`src/rtl/delay_scheduler.sv`:
```
// Round-robin arbiter that shares one delay unit among NUM_REQ requesters,
// launching each granted run, waiting for done (or a watchdog abort) and acking the owner.
module delay_scheduler #(
    parameter int unsigned NUM_REQ       = 4,
    parameter int unsigned COUNTER_WIDTH = 10,
    parameter int unsigned TIMEOUT_SLACK = 8
) (
    input  logic                             clk,
    input  logic                             rst,
    input  logic [NUM_REQ-1:0]               req,
    input  logic [NUM_REQ*COUNTER_WIDTH-1:0] req_max,
    output logic [NUM_REQ-1:0]               grant,
    output logic [NUM_REQ-1:0]               ack,
    output logic                             err,
    output logic                             busy,
    output logic                             dly_start,
    output logic [COUNTER_WIDTH-1:0]         dly_max,
    input  logic                             dly_done
);

    localparam int unsigned IDX_W = (NUM_REQ > 1) ? $clog2(NUM_REQ) : 1;
    localparam int unsigned WD_W  = COUNTER_WIDTH + 1;

    typedef enum logic [1:0] {
        IDLE    = 2'd0,
        LAUNCH  = 2'd1,
        WAIT    = 2'd2,
        RELEASE = 2'd3
    } state_t;

    state_t            state;
    logic [IDX_W-1:0]  idx;
    logic [IDX_W-1:0]  ptr;
    logic [WD_W-1:0]   watchdog;

    logic              win_found_c;
    logic [IDX_W-1:0]  win_idx_c;
    logic [WD_W-1:0]   limit_c;
    logic              timeout_c;
    logic              done_c;

    // Rotating priority search starting just after the last owner.
    always_comb begin
        win_found_c = 1'b0;
        win_idx_c   = ptr;
        for (int k = 1; k <= int'(NUM_REQ); k++) begin
            int cand;
            cand = int'(ptr) + k;
            if (cand >= int'(NUM_REQ)) begin
                cand = cand - int'(NUM_REQ);
            end
            if (!win_found_c && req[cand]) begin
                win_found_c = 1'b1;
                win_idx_c   = IDX_W'(cand);
            end
        end
    end

    // Limit is formed one bit wider than the count so max + slack never wraps.
    always_comb begin
        limit_c   = {1'b0, dly_max} + WD_W'(TIMEOUT_SLACK);
        timeout_c = (watchdog == limit_c);
        // A done seen in the first WAIT cycle may be left over from the previous run.
        done_c    = dly_done && (watchdog != '0);
    end

    always_ff @(posedge clk or negedge rst) begin
        if (!rst) begin
            state     <= IDLE;
            idx       <= '0;
            ptr       <= IDX_W'(NUM_REQ - 1);
            watchdog  <= '0;
            grant     <= '0;
            ack       <= '0;
            err       <= 1'b0;
            busy      <= 1'b0;
            dly_start <= 1'b0;
            dly_max   <= '0;
        end else begin
            case (state)
                IDLE: begin
                    if (win_found_c) begin
                        idx       <= win_idx_c;
                        dly_max   <= req_max[win_idx_c*COUNTER_WIDTH +: COUNTER_WIDTH];
                        grant     <= NUM_REQ'(1) << win_idx_c;
                        dly_start <= 1'b1;
                        busy      <= 1'b1;
                        state     <= LAUNCH;
                    end
                end
                LAUNCH: begin
                    dly_start <= 1'b0;
                    watchdog  <= '0;
                    state     <= WAIT;
                end
                WAIT: begin
                    watchdog <= watchdog + WD_W'(1);
                    if (done_c) begin
                        ack   <= grant;
                        err   <= 1'b0;
                        state <= RELEASE;
                    end else if (timeout_c) begin
                        ack   <= grant;
                        err   <= 1'b1;
                        state <= RELEASE;
                    end
                end
                RELEASE: begin
                    ack   <= '0;
                    err   <= 1'b0;
                    grant <= '0;
                    busy  <= 1'b0;
                    ptr   <= idx;
                    state <= IDLE;
                end
                default: begin
                    state <= IDLE;
                end
            endcase
        end
    end

endmodule

```
`config.mk`:
```
export PLATFORM = sky130hd
export DESIGN_NAME = delay_scheduler
export DESIGN_NICKNAME = d
export VERILOG_FILES = /design/src/rtl/delay_scheduler.sv
export SDC_FILE = /design/constraint.sdc
export NUM_CORES = 1
export LEC_CHECK = 0
export CAP_MARGIN = 20
export CORE_ASPECT_RATIO = 1.2
export CORE_UTILIZATION = 48
export DETAILED_ROUTE_END_ITERATION = 7
export PLACE_DENSITY = 0.8
export SLEW_MARGIN = 20
export SYNTH_ARGS = -nofsm -noshare
export SYNTH_HDL_FRONTEND = slang
export SYNTH_SLANG_ARGS = --single-unit
```
`constraint.sdc`:
```
create_clock -name clk -period 2.65 [get_ports clk]
set_input_delay 0.53 -clock clk [delete_from_list [all_inputs] [get_ports clk]]
set_output_delay 0.53 -clock clk [all_outputs]
set_load 0.01 [all_outputs]
```
## After elaboration in Yosys (flattened, before gate mapping)

Index checks and enable logic that the tools add are counted.

| storage, ports and cells | value |
|---|---|
| register bits after elaboration | 38 |
| input port bits | 47 |
| output and inout port bits | 21 |

| operators by class | value |
|---|---|
| add/subtract/negate cells | 10 |
| multiply operators | 1 |
| magnitude comparators | 8 |
| equal/unequal tests | 6 |
| shifts and indexed selects | 2 |
| multiplexer cells | 40 |
| reduce and logical (&&, ||, !) cells | 18 |

Operators by type and width:

| cell | count |
|---|---|
| $lt A32 B4 Y1 const B | 4 |
| $mux W32 | 4 |
| $shiftx A40 B7 Y10 | 1 |
| $pmux W11 S2 | 1 |
| $pmux W4 S2 | 2 |
| $mux W1 | 15 |
| $mux W2 | 7 |
| $mux W4 | 3 |
| $sub A3 B3 Y4 const B | 3 |
| $add A10 B4 Y11 const B | 1 |
| $add A11 B1 Y11 const B | 1 |
| $eq A11 B11 Y1 | 1 |
| $reduce_bool A11 Y1 | 1 |
| $reduce_and A2 Y1 | 5 |
| $ge A3 B3 Y1 const B | 3 |
| $bmux W1 S2 | 4 |
| $pmux W2 S4 | 1 |
| $reduce_bool A2 Y1 | 4 |
| $add A2 B2 Y3 const B | 2 |
| $pmux W1 S2 | 3 |
| $mul A2 B3 Y5 const B | 1 |
| $sub A4 B3 Y5 const B | 1 |
| $add A2 B3 Y4 const B | 1 |
| $eq A2 B2 Y1 const B | 2 |
| 9 further kinds | 14 |

## Depth between registers and ports, before layout

| depth | value |
|---|---|
| word-level depth | 19 |
| mapped depth | 10 |
| gate-level depth less buffers | 8 |

## Worst setup path after synthesis

No wires, ideal clock.

| timing path | value |
|---|---|
| kind | flip-flop to flip-flop |
| start point | register dly_max[3] |
| end point | register state[1] |
| arrival time | 2.239 ns |
| data required time | 2.522 ns |
| slack | 0.283 ns |
| stages on the path, launching flop included | 10 |
| buffers on the path | 1 |
| period minus slack after synthesis | 2.367 ns |
| cells stage by stage | dfrtp_1 > ha_1 > buf_6 > o21ba_1 > a221oi_2 > a21oi_2 > nor4_4 > a21oi_2 > nor2_1 > mux2_1 |

| on the way | value |
|---|---|
| cells in the longest elaborated chain, start to end | 4 |

RTL lines:

| element | RTL line | source |
|---|---|---|
| start: declaration | 17 | `output logic [COUNTER_WIDTH-1:0] dly_max,` |
| start signal: assignment | 84 | `dly_max <= req_max[win_idx_c*COUNTER_WIDTH +: COUNTER_WIDTH];` |
| $add A10 B4 Y11 | 61 | `limit_c = {1'b0, dly_max} + WD_W'(TIMEOUT_SLACK);` |
| $eq A11 B11 Y1 | 62 | `timeout_c = (watchdog == limit_c);` |
| $ne A3 B3 Y1 (no line) | n/a |  |
| $reduce_and A2 Y1 (no line) | n/a |  |
| end signal: assignment | 69 | `state <= IDLE;` |
| end signal: assignment | 88 | `state <= LAUNCH;` |
| end signal: assignment | 94 | `state <= WAIT;` |
| end: declaration | 31 | `state_t state;` |

Every way passes these cells.
A chain may end at the register's enable or synchronous reset.

## Worst setup path after layout

| timing path | value |
|---|---|
| start point | register dly_max[4] |
| end point | register state[1] |

The elaborated chain is that of the path after synthesis.

==> results by group <==
Power and ir drop
  • Sum of internal, switching and leakage power: 3.328 mW
  • Total power density per cell area: 1018 mW/mm2
  • Leakage power: 1.395 nW
  • Power spent charging and discharging nets: 1.360 mW
  • Share of power burned in registers: 31.3%
  • Clock power frac: 13.9%
  • Relative contribution of combinational cells to total power: 54.7%
  • Net Sw Frac: 40.86%
  • Internal portion of total power: 1.968 mW
  • Worst voltage drop across the vdd grid: 610.5 uV

Worst setup path
  • Maximum fanout along the worst path: 9
  • Register-to-register setup slack: 0.15 ns
  • CP endpoint kind: register
  • Worst setup SP type: register
  • Req. time, crit path: 2.83 ns
  • Signal arrival time at the worst endpoint: 2.68 ns
  • Setup Crit Path Kind: reg2reg

Routing
  • Met2 wirelength from detailed routing: 2695 um
  • ANT nets after route: 0
  • Met1 layer wirelength in the final routing: 2461 um
  • Routed wl met3: 239 um
  • Final routed DRC violation total: 0
  • Routed wire per std cell: 14.45 um
  • Number of vias per cell: 5.629
  • First-pass iteration count of the detailed router: 4
  • DR iter-0 viols: 104
  • Total length of routed wires: 5491 um
  • Top routing layer used: met4
  • Total number of vias: 2139

Logic synthesis
  • Top cell types by occurrence after synthesis: dfrtp_1, a211oi_1, nand2_1
  • Dominant cell type by area after synthesis: dfrtp_1
  • EDFF count, synth: 0
  • Number of nets produced by synthesis: 310
  • Most frequent cell after synthesis: dfrtp_1
  • Number of synthesized register bits: 38
  • Syn. warnings: 0
  • Synth area leaders: dfrtp_1, a211oi_1, mux2i_1
  • Fraction of registers with async set/reset: 100.0%
  • Top-area cell type share of the netlist area: 37.00%
  • Synthesized cell area: 0.002435 mm2
  • Most used DFF post-synth: dfrtp_1
  • Count of distinct cell types in the synthesized netlist: 48
  • Sequential share of the synthesized area: 39.16%
  • Post-synthesis cell count: 255
  • Post-synthesis average cell area: 9.548 um2

Global route
  • First-pass GRT wire length: 9252 um
  • Grt total ovfl: 0
  • Aggregate global-route resource usage: 22.80%
  • Number of global-route vias before repair: 2073
  • Number of antenna violations at the first check in global routing: 0
  • Maximum number of pins on one net before global-route repair: 39

Floorplan
  • Area of the die: 0.005363 mm2
  • Die boundary height: 80.02 um
  • Number of I/O pins: 68
  • FP Rows: 28
  • Starting utilization of the core area: 49.64%
  • Core region area: 0.004905 mm2
  • Die width: 67.02 um

Finish
  • Area of combinational cells with multiple inputs: 0.001359 mm2
  • Number of inserted filler cells in the final layout: 405
  • Fin area: 0.003271 mm2
  • Diode insertion count for antenna repair: 0
  • Nets: 374
  • Post-layout instance count excluding filler cells: 380
  • Layout-stage area growth over the synthesis result: 34.33%
  • Proportion of layout cells with a drive suffix above 1: 7.813%
  • Final core utilization: 66.68%
  • Area of all sequential standard cells: 953.4 um2

Timing
  • Final worst-path setup slack: 0.1541 ns
  • Slew of the pin with the lowest slew margin: 0.8361 ns
  • Number of slew-limit violations in the final report: 0
  • Highest clock rate: 400.6 MHz
  • Count of endpoints failing hold in the final timing report: 0
  • RSZ-0062 raised after global routing: false
  • Share of the clock period used by the worst path after layout: 94.19%
  • Number of setup violations in the final report: 0
  • Final sum of negative setup slack: 0 ns
  • Slew margin rel.: 44.26%
  • Worst-case clock skew: 0.004591 ns
  • Hold slack: 0.3308 ns
  • Time the final worst path needs with I/O delays and setup: 2.496 ns

CTS
  • Buffer levels on the longest clock path: 2
  • Number of sinks driven by the clock tree: 38
  • Resized Gates After CTS: 0
  • CTS Buf Count: 5
  • Reg clk slew, reported paths: 0.07 ns
  • Clock insertion delay at the later pin of the skew report: 0.30 ns
  • H-tree depth reported by CTS: 2
  • Number of hold buffers added after CTS: 0
  • Setup Buffers After CTS: 0
  • Root Buffer: clkbuf_8
  • Clock tree from TritonCTS: built

Run
  • Number of maximum-capacitance constraint violations: 0

Placement
  • Total placed instance area: 0.003161 mm2
  • Worst slack at placement: 0.1861 ns
  • GPL Wtd Cong: 0.8062
  • Final HPWL from detailed placement: 4173 um
  • Number of input and output port buffers inserted: 67
  • Cell count after placement: 372

Min path
  • Class of the tightest hold or removal check: in2async

Run status
  • Outcome: finished clean
## area by class of cell
type                            count  area share (%)
Multi-Input combinational cell    190           41.55
Sequential cell                    38           29.15
Timing Repair Buffer               72           22.26
Clock buffer                        8           3.366
Tap cell                           60           2.295
Inverter                           12           1.377
## cells by family after synthesis
logic type / count (synthesis) / share of synthesized area [%]
compound gates: 77 / 22.51
xor+xnor: 17 / 6.115
fa+ha+maj: 8 / 4.111
buf+inv: 27 / 5.293
flops: 38 / 39.16
mux: 13 / 5.447
simple gates: 75 / 17.37
## worst paths after layout
| kind | end | start | cells after the start |
|---|---|---|---|
| setup / recovery | state[1] | dly_max[4] | 8 |
| hold / removal | watchdog[9] | rst | 1 |
| setup reg to reg | state[1] | dly_max[4] | 8 |
| hold reg to reg | idx[1] | idx[1] | 1 |
| max in group asynchronous | ack[2] | rst | 1 |
| min in group clk | idx[1] | idx[1] | 1 |
## power by group through the flow
stage                     combinational (mW)  clock [mW]  sequential (mW)
after floorplan                         1.18           0             1.04
after global placement                  1.79           0             1.05
after detailed placement                1.83           0             1.05
after CTS                               1.84       0.473             1.04
after global routing                    2.01       0.490             1.08
final                                   1.82       0.464             1.04
## state kept, by name (all words and copies together), names as in the netlist
| signal | cells |
|---|---|
| idx | 2 |
| watchdog | 11 |
| ack | 4 |
| busy | 1 |
| grant | 4 |
| dly_start | 1 |
| state | 2 |
| ptr | 2 |
| err | 1 |
| dly_max | 10 |
## cells in the final DEF, fill, tap and decap left out, types with 3 or more instances in the layout
cell type,synthesis,routed
clkdlybuf4s50_1,0,66
nor2_1,11,11
clkbuf_8,0,8
nor4_1,3,3
a21o_1,12,12
mux2i_1,11,11
dfrtp_1,36,36
a21oi_1,8,8
ha_1,8,8
a22oi_1,3,3
inv_1,12,12
xor2_1,7,7
buf_4,4,3
nand2_1,17,17
a211oi_1,21,21
nand4_1,6,6
xnor2_1,10,10
nor2b_1,12,12
nor3_1,5,5
nand3_1,7,7
o21ai_0,16,16
a22o_1,4,4
a21oi_2,3,3
## per-layer routing
metal / track usage (%) / up-vias
met5: 0 / -
li1: - / 1053
met4: 8.298 / 0
met3: 4.429 / 8
met2: 38.10 / 60
met1: 28.57 / 1018
## critical path, stage by stage (launching register included)
cell      delay (ns)
dfrtp_1         0.47
ha_1            0.33
o21ba_1         0.23
a221oi_2        0.29
a21oi_2         0.07
nor4_4          0.33
a21oi_2         0.14
nor2_1          0.18
mux2_1          0.35
(Power assumes the default switching activity.)
